`src/rtl/block_update_ctrl.sv`:
```
// Video-slot write sequencer: commits shadowed register updates and streams pixel
// loads into block RAM, only while the frame counter is in vertical blank.
module block_update_ctrl #(
    parameter int CD         = 12,
    parameter int ADDR_WIDTH = 12,
    parameter int V_ACTIVE   = 480
) (
    input  logic          clk,
    input  logic          reset,
    input  logic [10:0]   x,
    input  logic [10:0]   y,
    input  logic          upd_valid,
    output logic          upd_ready,
    input  logic [10:0]   upd_x0,
    input  logic [10:0]   upd_y0,
    input  logic [3:0]    upd_ctrl,
    input  logic          upd_bypass,
    input  logic          load_start,
    input  logic [12:0]   load_len,
    input  logic          px_valid,
    output logic          px_ready,
    input  logic [CD-1:0] px_data,
    output logic          cs,
    output logic          write,
    output logic [13:0]   addr,
    output logic [31:0]   wr_data,
    output logic          busy,
    output logic          commit_done,
    output logic          load_done
);

    typedef enum logic [2:0] {IDLE, LOAD, C_BYP, C_X0, C_Y0, C_CTRL} state_t;

    localparam logic [12:0] MAX_LEN = 13'(1 << ADDR_WIDTH);

    state_t      state_q, state_d;
    logic        pending_q, pending_d;
    logic        load_active_q, load_active_d;
    logic [12:0] cnt_q, cnt_d;
    logic [12:0] len_q, len_d;
    logic [10:0] x0_q, x0_d;
    logic [10:0] y0_q, y0_d;
    logic [3:0]  ctrl_q, ctrl_d;
    logic        byp_q, byp_d;
    logic        cs_q, cs_d;
    logic [13:0] addr_q, addr_d;
    logic [31:0] wr_data_q, wr_data_d;
    logic        commit_done_q, commit_done_d;
    logic        load_done_q, load_done_d;

    logic vblank, px_fire, upd_fire;
    logic unused_x;

    assign unused_x    = ^x;
    assign vblank      = (y >= 11'(V_ACTIVE));
    assign upd_ready   = ~pending_q;
    assign px_ready    = (state_q == LOAD) & vblank & ~pending_q;
    assign px_fire     = px_valid & px_ready;
    assign upd_fire    = upd_valid & ~pending_q;
    assign busy        = pending_q | load_active_q | (state_q != IDLE);

    assign cs          = cs_q;
    assign write       = cs_q;
    assign addr        = addr_q;
    assign wr_data     = wr_data_q;
    assign commit_done = commit_done_q;
    assign load_done   = load_done_q;

    always_comb begin
        state_d       = state_q;
        pending_d     = pending_q;
        load_active_d = load_active_q;
        cnt_d         = cnt_q;
        len_d         = len_q;
        x0_d          = x0_q;
        y0_d          = y0_q;
        ctrl_d        = ctrl_q;
        byp_d         = byp_q;
        cs_d          = 1'b0;
        addr_d        = '0;
        wr_data_d     = '0;
        commit_done_d = 1'b0;
        load_done_d   = 1'b0;

        if (upd_fire) begin
            x0_d      = upd_x0;
            y0_d      = upd_y0;
            ctrl_d    = upd_ctrl;
            byp_d     = upd_bypass;
            pending_d = 1'b1;
        end

        if (load_start && !load_active_q && load_len != 13'd0 && load_len <= MAX_LEN) begin
            load_active_d = 1'b1;
            len_d         = load_len;
            cnt_d         = '0;
        end

        case (state_q)
            IDLE: begin
                if (pending_q && vblank)
                    state_d = C_BYP;
                else if (load_active_q)
                    state_d = LOAD;
            end
            LOAD: begin
                // px_ready is low while pending, so a commit always lands between pixels
                if (pending_q && vblank) begin
                    state_d = C_BYP;
                end else if (px_fire) begin
                    cs_d      = 1'b1;
                    addr_d    = 14'(cnt_q[ADDR_WIDTH-1:0]);
                    wr_data_d = 32'(px_data);
                    cnt_d     = cnt_q + 13'd1;
                    if (cnt_q == len_q - 13'd1) begin
                        load_active_d = 1'b0;
                        load_done_d   = 1'b1;
                        state_d       = IDLE;
                    end
                end
            end
            C_BYP: begin
                cs_d      = 1'b1;
                addr_d    = 14'h2000;
                wr_data_d = 32'(byp_q);
                state_d   = C_X0;
            end
            C_X0: begin
                cs_d      = 1'b1;
                addr_d    = 14'h2001;
                wr_data_d = 32'(x0_q);
                state_d   = C_Y0;
            end
            C_Y0: begin
                cs_d      = 1'b1;
                addr_d    = 14'h2002;
                wr_data_d = 32'(y0_q);
                state_d   = C_CTRL;
            end
            C_CTRL: begin
                cs_d          = 1'b1;
                addr_d        = 14'h2003;
                wr_data_d     = 32'(ctrl_q);
                commit_done_d = 1'b1;
                pending_d     = 1'b0;
                state_d       = load_active_q ? LOAD : IDLE;
            end
            default: state_d = IDLE;
        endcase
    end

    always_ff @(posedge clk or posedge reset) begin
        if (reset) begin
            state_q       <= IDLE;
            pending_q     <= 1'b0;
            load_active_q <= 1'b0;
            cnt_q         <= '0;
            len_q         <= '0;
            x0_q          <= '0;
            y0_q          <= '0;
            ctrl_q        <= '0;
            byp_q         <= 1'b0;
            cs_q          <= 1'b0;
            addr_q        <= '0;
            wr_data_q     <= '0;
            commit_done_q <= 1'b0;
            load_done_q   <= 1'b0;
        end else begin
            state_q       <= state_d;
            pending_q     <= pending_d;
            load_active_q <= load_active_d;
            cnt_q         <= cnt_d;
            len_q         <= len_d;
            x0_q          <= x0_d;
            y0_q          <= y0_d;
            ctrl_q        <= ctrl_d;
            byp_q         <= byp_d;
            cs_q          <= cs_d;
            addr_q        <= addr_d;
            wr_data_q     <= wr_data_d;
            commit_done_q <= commit_done_d;
            load_done_q   <= load_done_d;
        end
    end

endmodule

```
`config.mk`:
```
export PLATFORM = sky130hd
export DESIGN_NAME = block_update_ctrl
export DESIGN_NICKNAME = d
export VERILOG_FILES = /design/src/rtl/block_update_ctrl.sv
export SDC_FILE = /design/constraint.sdc
export NUM_CORES = 1
export LEC_CHECK = 0
export ABC_AREA = 1
export BUFFER_PORTS_ARGS = -buffer_cell sky130_fd_sc_hd__buf_2
export CAP_MARGIN = 20
export CORE_ASPECT_RATIO = 1.25
export CORE_MARGIN = 2
export CORE_UTILIZATION = 56
export CTS_CLUSTER_SIZE = 28
export DETAILED_ROUTE_END_ITERATION = 6
export GPL_TIMING_DRIVEN = 0
export PLACE_DENSITY_LB_ADDON = 0.2
export SLEW_MARGIN = 20
export SYNTH_ARGS = -nofsm -noshare
export SYNTH_HDL_FRONTEND = slang
export SYNTH_SLANG_ARGS = --single-unit
export TNS_END_PERCENT = 30
```
`constraint.sdc`:
```
create_clock -name clk -period 5.7 [get_ports clk]
set_input_delay 1.14 -clock clk [delete_from_list [all_inputs] [get_ports clk]]
set_output_delay 1.14 -clock clk [all_outputs]
set_load 0.03 [all_outputs]
```
==> results of run 1 <==
## path summary, 6_finish.rpt
check	startpoint	end	slack [ps]
max	y[6]	px_ready	2720
min	x0_q[10]	wr_data[10]	490
min in group asynchronous	reset	x0_q[8]	790
max in group asynchronous	reset	addr[4]	4310
max reg2reg	len_q[0]	state_q[0]	3640
min reg2reg	x0_q[10]	wr_data[10]	490
## per-stage QoR
stage / cell area [um2] / setup slack, ps / total power, mW / utilization, %
3_5_place_dp: 5030 / 2740 / 1.51 / 67.6
4_1_cts: 5260 / 2710 / 2.00 / 70.7
5_1_grt: 5260 / 2610 / 2.10 / 70.7
2_1_floorplan: 4420 / 2340 / 1.33 / -
3_3_place_gp: 5000 / 1420 / 1.48 / 67.2
6_report: 5260 / 2720 / 1.99 / 70.7
## cells in the mapped netlist (all sizes together)
master and n:
nand2 110, dfrtp 86, nor2 63, inv 59, buf 32, nand3 29, mux2 24, o21ai 15
nand4 12, a21oi 11, xor2 10, nor3 9, xnor2 8, o211ai 4, nor4 3, a22oi 2
clkbuf 2, ha 2, nand3b 2, nor3b 2, a211oi 1, a221oi 1, and2 1, and3 1
conb 1, o21bai 1, o22ai 1, or2 1
## kinds of logic (layout without fill, tap and decap cells)
family | Yosys count | in the layout | share of synthesized area (%)
simple gates | 233 | 233 | 24.8
buf+inv | 93 | 204 | 10.4
flops | 86 | 86 | 49.6
compound gates | 36 | 36 | 4.73
mux | 24 | 24 | 6.23
xor+xnor | 18 | 18 | 3.63
fa+ha+maj | 2 | 2 | 0.576
other cells | 1 | 21 | 0.0864
## layer usage
layer  part of all wire (%)  track usage (%)  up-vias
met5                      0                0        -
met4                    2.0             10.7        0
met3                    5.0             6.54       19
met2                     56             45.5      106
met1                     37             27.7     1747
li1                       -                -     1791
## placed cells by master, fill, tap and decap left out, drive strengths merged, types with 2 or more instances in the layout
master / count
xor2: 10
a21oi: 11
ha: 2
nand2: 110
buf: 127
nor4: 3
nor3b: 2
nand4: 12
o211ai: 4
xnor2: 8
clkinv: 3
conb: 21
nand3b: 2
nor3: 9
nor2: 63
o21ai: 15
dfrtp: 86
mux2: 24
clkbuf: 11
a22oi: 2
nand3: 29
bufinv: 2
inv: 61
## power by group through the flow
stage	Combinational [mW]	Clock (mW)	Sequential, mW
2_1_floorplan	0.365	0	0.968
3_3_place_gp	0.598	0	0.882
3_5_place_dp	0.624	0	0.888
4_1_cts	0.627	0.495	0.877
5_1_grt	0.687	0.518	0.896
6_report	0.624	0.486	0.879
## worst min-delay path, delay by kind of cell (launching register included)
family / cells / cell delay, ps
simple gates: 2 / 120
flops: 1 / 350
## registers in the layout, summed over array words and instances (netlist names)
signal	cells
wr_data	12
pending_q	1
len_q	13
cs	1
load_active_q	1
commit_done	1
state_q	3
y0_q	11
byp_q	1
load_done	1
x0_q	11
cnt_q	13
addr	13
ctrl_q	4
## area by class of cell
| class | instances | area (um2) | area share (%) |
|---|---|---|---|
| multi-input combinational | 334 | 1810 | 34.4 |
| sequential | 86 | 2150 | 40.9 |
| clock buffer | 9 | 124 | 2.35 |
| inverter | 59 | 224 | 4.26 |
| tap | 92 | 115 | 2.19 |
| clock inverter | 7 | 108 | 2.04 |
| timing repair buffer | 95 | 498 | 9.46 |
| buffer | 34 | 230 | 4.37 |
==> impl_metrics.ini, run 1 <==
[pwr]
combPwrFrac_pct = 31.4
switching_share_pct = 35.9
power_frac_seq_pct = 44.2
p_leak_nw = 2.78
powerDensity_nw_per_um2 = 378
power.switching_uw = 714
p_clk_share_pct = 24.4
vdd_ir_drop_max_mv = 0.261
internal_power_mw = 1.28

[clocking]
clk_pin_slew_ps = 90
cts.sinks = 86
cts_setup_buffers = 0
cts_max_level = 3
postCtsHoldBufs = 0
clockBufferDepth = 2
cts_tree = yes
root_buffer = clkbuf_8
cts_buffers = 9
clock_latency_ps = 350
cts_resized = 0

[sta]
final-setup-viol-count = 0
hold_ws_ps = 494
slew_headroom_pct = 54.3
timing.final.crit_period_ps = 2980
hold_viol = 0
maxSlewViolCount = 0
setup_tns_ps = 0
worstMarginPinSlew_ps = 681
rsz0062_at_grt = false
skew_ps = 11.4
fmaxAchievable_mhz = 335
fin_crit_sh_pct = 52.3

[worst_setup_path]
cpMaxStageDelayCell = buf_2
critPathLaunchType = input pin
critical_path_arrival_ps = 1840
path_cells = buf_2 -> nand4_1 -> nand2_1 -> nand2_1 -> inv_1 -> buf_2
path_class = input pin to output pin
cp.depth = 6
path_max_fanout = 4
ff2ff_path_depth = 13
crit_path_end_kind = output pin
required_ps = 4560
worst-path-buf-inv = 3
cpLargestDelayFamily = simple AND/OR/NAND/NOR gates
max_stage_delay_ps = 190

[drt]
route.detailed.drc = 0
vias_per_cell = 5.12
drt-initial-drc-count = 235
wl_per_cell_um = 14.0
vias = 3663
postRouteAntennaNets = 0
drtPass1Iterations = 5
totalWireLength_um = 10000

[grt]
grt_pass1_wl_um = 16100
antenna_found_initial = 0
grt.overflow.total = 0
grt_usage_pct = 25.3
grt_pass1_vias = 3611
grt_start_max_net_pins = 53

[placement]
hpwl_um = 7500
gp_congestion = 0.897
io_buffers = 94
dpl.cell_count = 700

[floorplanning]
initial_utilization_pct = 58.3
die_w_um = 82.7
design.core.area_um2 = 7440
pin_count = 132
row_count = 35
die_area_um2 = 8480
fp.dieH_um = 102

[synth]
synth_cells = 493
synth_warnings = 0
postSynthAreaPerCell_um2 = 8.80
synth_cell_types = 40
syn_area_um2 = 4340
synth_top_cell_area_share_pct = 49.6
synth.largest_area_cell = dfrtp_1
synth_seq_cells = 86
ys_seq_area_share_pct = 49.6
synth_area_leaders = dfrtp_1, nand2_1, mux2_2, inv_1, nor2_1

[final_layout]
fill_cells = 588
syn2layout_area_growth_pct = 21.2
nNetsFinal = 700
drive_above_1_share_pct = 30.0
antenna_cells = 0
instances_no_fill = 716

[hold_path]
min_path_cells = 2
holdCritPathClass = flip-flop to flip-flop

[run_status]
status = finished clean

[job]
drv_cap = 0
No activity file was read; power rests on OpenSTA's default activity.
==> run 2, diff against run 1 <==
--- a/config.mk
+++ b/config.mk
@@ -10,7 +10,7 @@
 export CAP_MARGIN = 20
 export CORE_ASPECT_RATIO = 1.25
 export CORE_MARGIN = 2
-export CORE_UTILIZATION = 56
+export CORE_UTILIZATION = 47
 export CTS_CLUSTER_SIZE = 28
 export DETAILED_ROUTE_END_ITERATION = 6
 export GPL_TIMING_DRIVEN = 0
==> constraint.sdc (replaced) <==
create_clock -name clk -period 2.7 [get_ports clk]
set_input_delay 0.54 -clock clk [delete_from_list [all_inputs] [get_ports clk]]
set_output_delay 0.54 -clock clk [all_outputs]
set_load 0.03 [all_outputs]
==> run 2 against run 1 <==
Against the previous run:
- register-to-register slack lost 3000 ps
- non-clock buffer count grew 1
- worst hold slack lost 190 ps
- clock skew shrank 3.0 ps
- largest power group unchanged
==> impl_metrics.ini, run 2 (same netlist as run 1, synthesis figures left out) <==
[drt]
drt-initial-drc-count = 176
drtPass1Iterations = 4
vias_per_cell = 4.79
route.detailed.drc = 0
wl_per_cell_um = 13.2
vias = 3582
postRouteAntennaNets = 0
totalWireLength_um = 9890

[clocking]
clk_pin_slew_ps = 60
cts.sinks = 86
postCtsHoldBufs = 0
root_buffer = clkbuf_16
cts_tree = yes
clockBufferDepth = 2
clock_latency_ps = 340
cts_setup_buffers = 0
cts_resized = 0
cts_max_level = 3
cts_buffers = 9

[final_layout]
instances_no_fill = 748
fill_cells = 846
drive_above_1_share_pct = 30.1
nNetsFinal = 701
most-common-layout-cells = nand2_1, buf_2, dfrtp_1, nor2_1, inv_1
syn2layout_area_growth_pct = 23.9
final_common_cell = nand2_1
antenna_cells = 0
final_util_pct = 59.3

[sta]
skew_ps = 8.41
maxSlewViolCount = 0
final-setup-viol-count = 0
fmaxAchievable_mhz = 490
worstMarginPinSlew_ps = 734
rsz0062_at_grt = false
timing.final.crit_period_ps = 2040
hold_ws_ps = 306
slew_headroom_pct = 50.8
setup_tns_ps = 0
hold_viol = 0
fin_crit_sh_pct = 75.6

[job]
drv_cap = 0

[grt]
grt.overflow.total = 0
grt_usage_pct = 20.5
grt_start_max_net_pins = 32
grt_pass1_wl_um = 16400
antenna_found_initial = 0
grt_pass1_vias = 3608

[floorplanning]
die_w_um = 90.0
die_area_um2 = 10000
design.core.area_um2 = 9080
initial_utilization_pct = 47.8
row_count = 39
pin_count = 132
fp.dieH_um = 111

[worst_setup_path]
path_max_fanout = 5
cpMaxStageDelayCell = dfrtp_1
crit_path_frequent_cell = nand2_1
max_stage_delay_ps = 410
path_class = flip-flop to flip-flop
crit_path_end_kind = flip-flop
critical_path_arrival_ps = 2270
path_cells = inv_1 -> ha_1 -> nand2_1 -> nor2_2 -> nand2_1 -> nor2_1 -> nand2_1 -> nand2_1 -> nand2_1 -> nor2_1 -> nand3_1 -> and2_1
critPathLaunchType = flip-flop
required_ps = 2930

[pwr]
vdd_ir_drop_max_mv = 0.535
powerDensity_nw_per_um2 = 813
p_leak_nw = 2.80

[run_status]
status = finished clean

[placement]
dpl.cell_count = 732
io_buffers = 94
hpwl_um = 7450
gp_congestion = 0.894

[hold_path]
holdCritPathClass = input pin to async pin
-- run 2: cell count changes in the layout (fill, tap and decap cells not counted), sizes merged --
cell,change
clkbuf,+2
buf,+1
clkinv,-2
inv,-1
clkinvlp,+3
bufinv,-2
-- run 2: layout make-up --
type / instances / area, um2 / area share [%]
Buffer: 34 / 230 / 4.28
Timing Repair Buffer: 96 / 510 / 9.49
Sequential cell: 86 / 2150 / 40.0
Multi-Input combinational cell: 334 / 1810 / 33.7
Clock inverter: 5 / 41.3 / 0.768
Tap cell: 123 / 154 / 2.86
Inverter: 59 / 225 / 4.19
Clock buffer: 11 / 253 / 4.70
-- run 2: layer usage --
layer	up-vias	share of wire, %	global-route usage [%]
li1	1784	-	-
met1	1685	39	22.3
met2	94	53	37.6
met3	19	5.0	4.94
met4	0	2.5	9.44
met5	-	0	0
-- run 2: worst paths after layout --
check                      slack, ps  depth (start not counted)       start             to
max                              660                         12    len_q[0]  load_active_q
min                              310                          2       reset       len_q[4]
max reg2reg                      660                         12    len_q[0]  load_active_q
min reg2reg                      480                          2     x0_q[6]     wr_data[6]
max in group asynchronous       1820                          3       reset     wr_data[5]
min in group clk                 400                          3  px_data[5]     wr_data[5]
-- run 2: stage by stage --
stage	total power, mW	cell area [um2]	worst slack [ps]
finish	4.37	5380	659
global route	4.62	5380	417
CTS	4.41	5380	681
detailed placement	3.19	5080	642
global placement	3.14	5040	575
floorplan	2.81	4420	1050
-- run 2: report_power, final --
part / total [mW] / internal, mW / switching (mW)
clock: 1.21 / 0.682 / 0.527
sequential: 1.86 / 1.65 / 0.203
combinational: 1.31 / 0.507 / 0.798
-- run 2: worst max-delay path, delay by kind of cell (launching register included) --
family | cells | cell delay [ps]
AND/OR/NAND/NOR | 10 | 1130
adder cells (fa/ha/maj) | 1 | 250
flip-flops | 1 | 410
buffers and inverters | 1 | 130
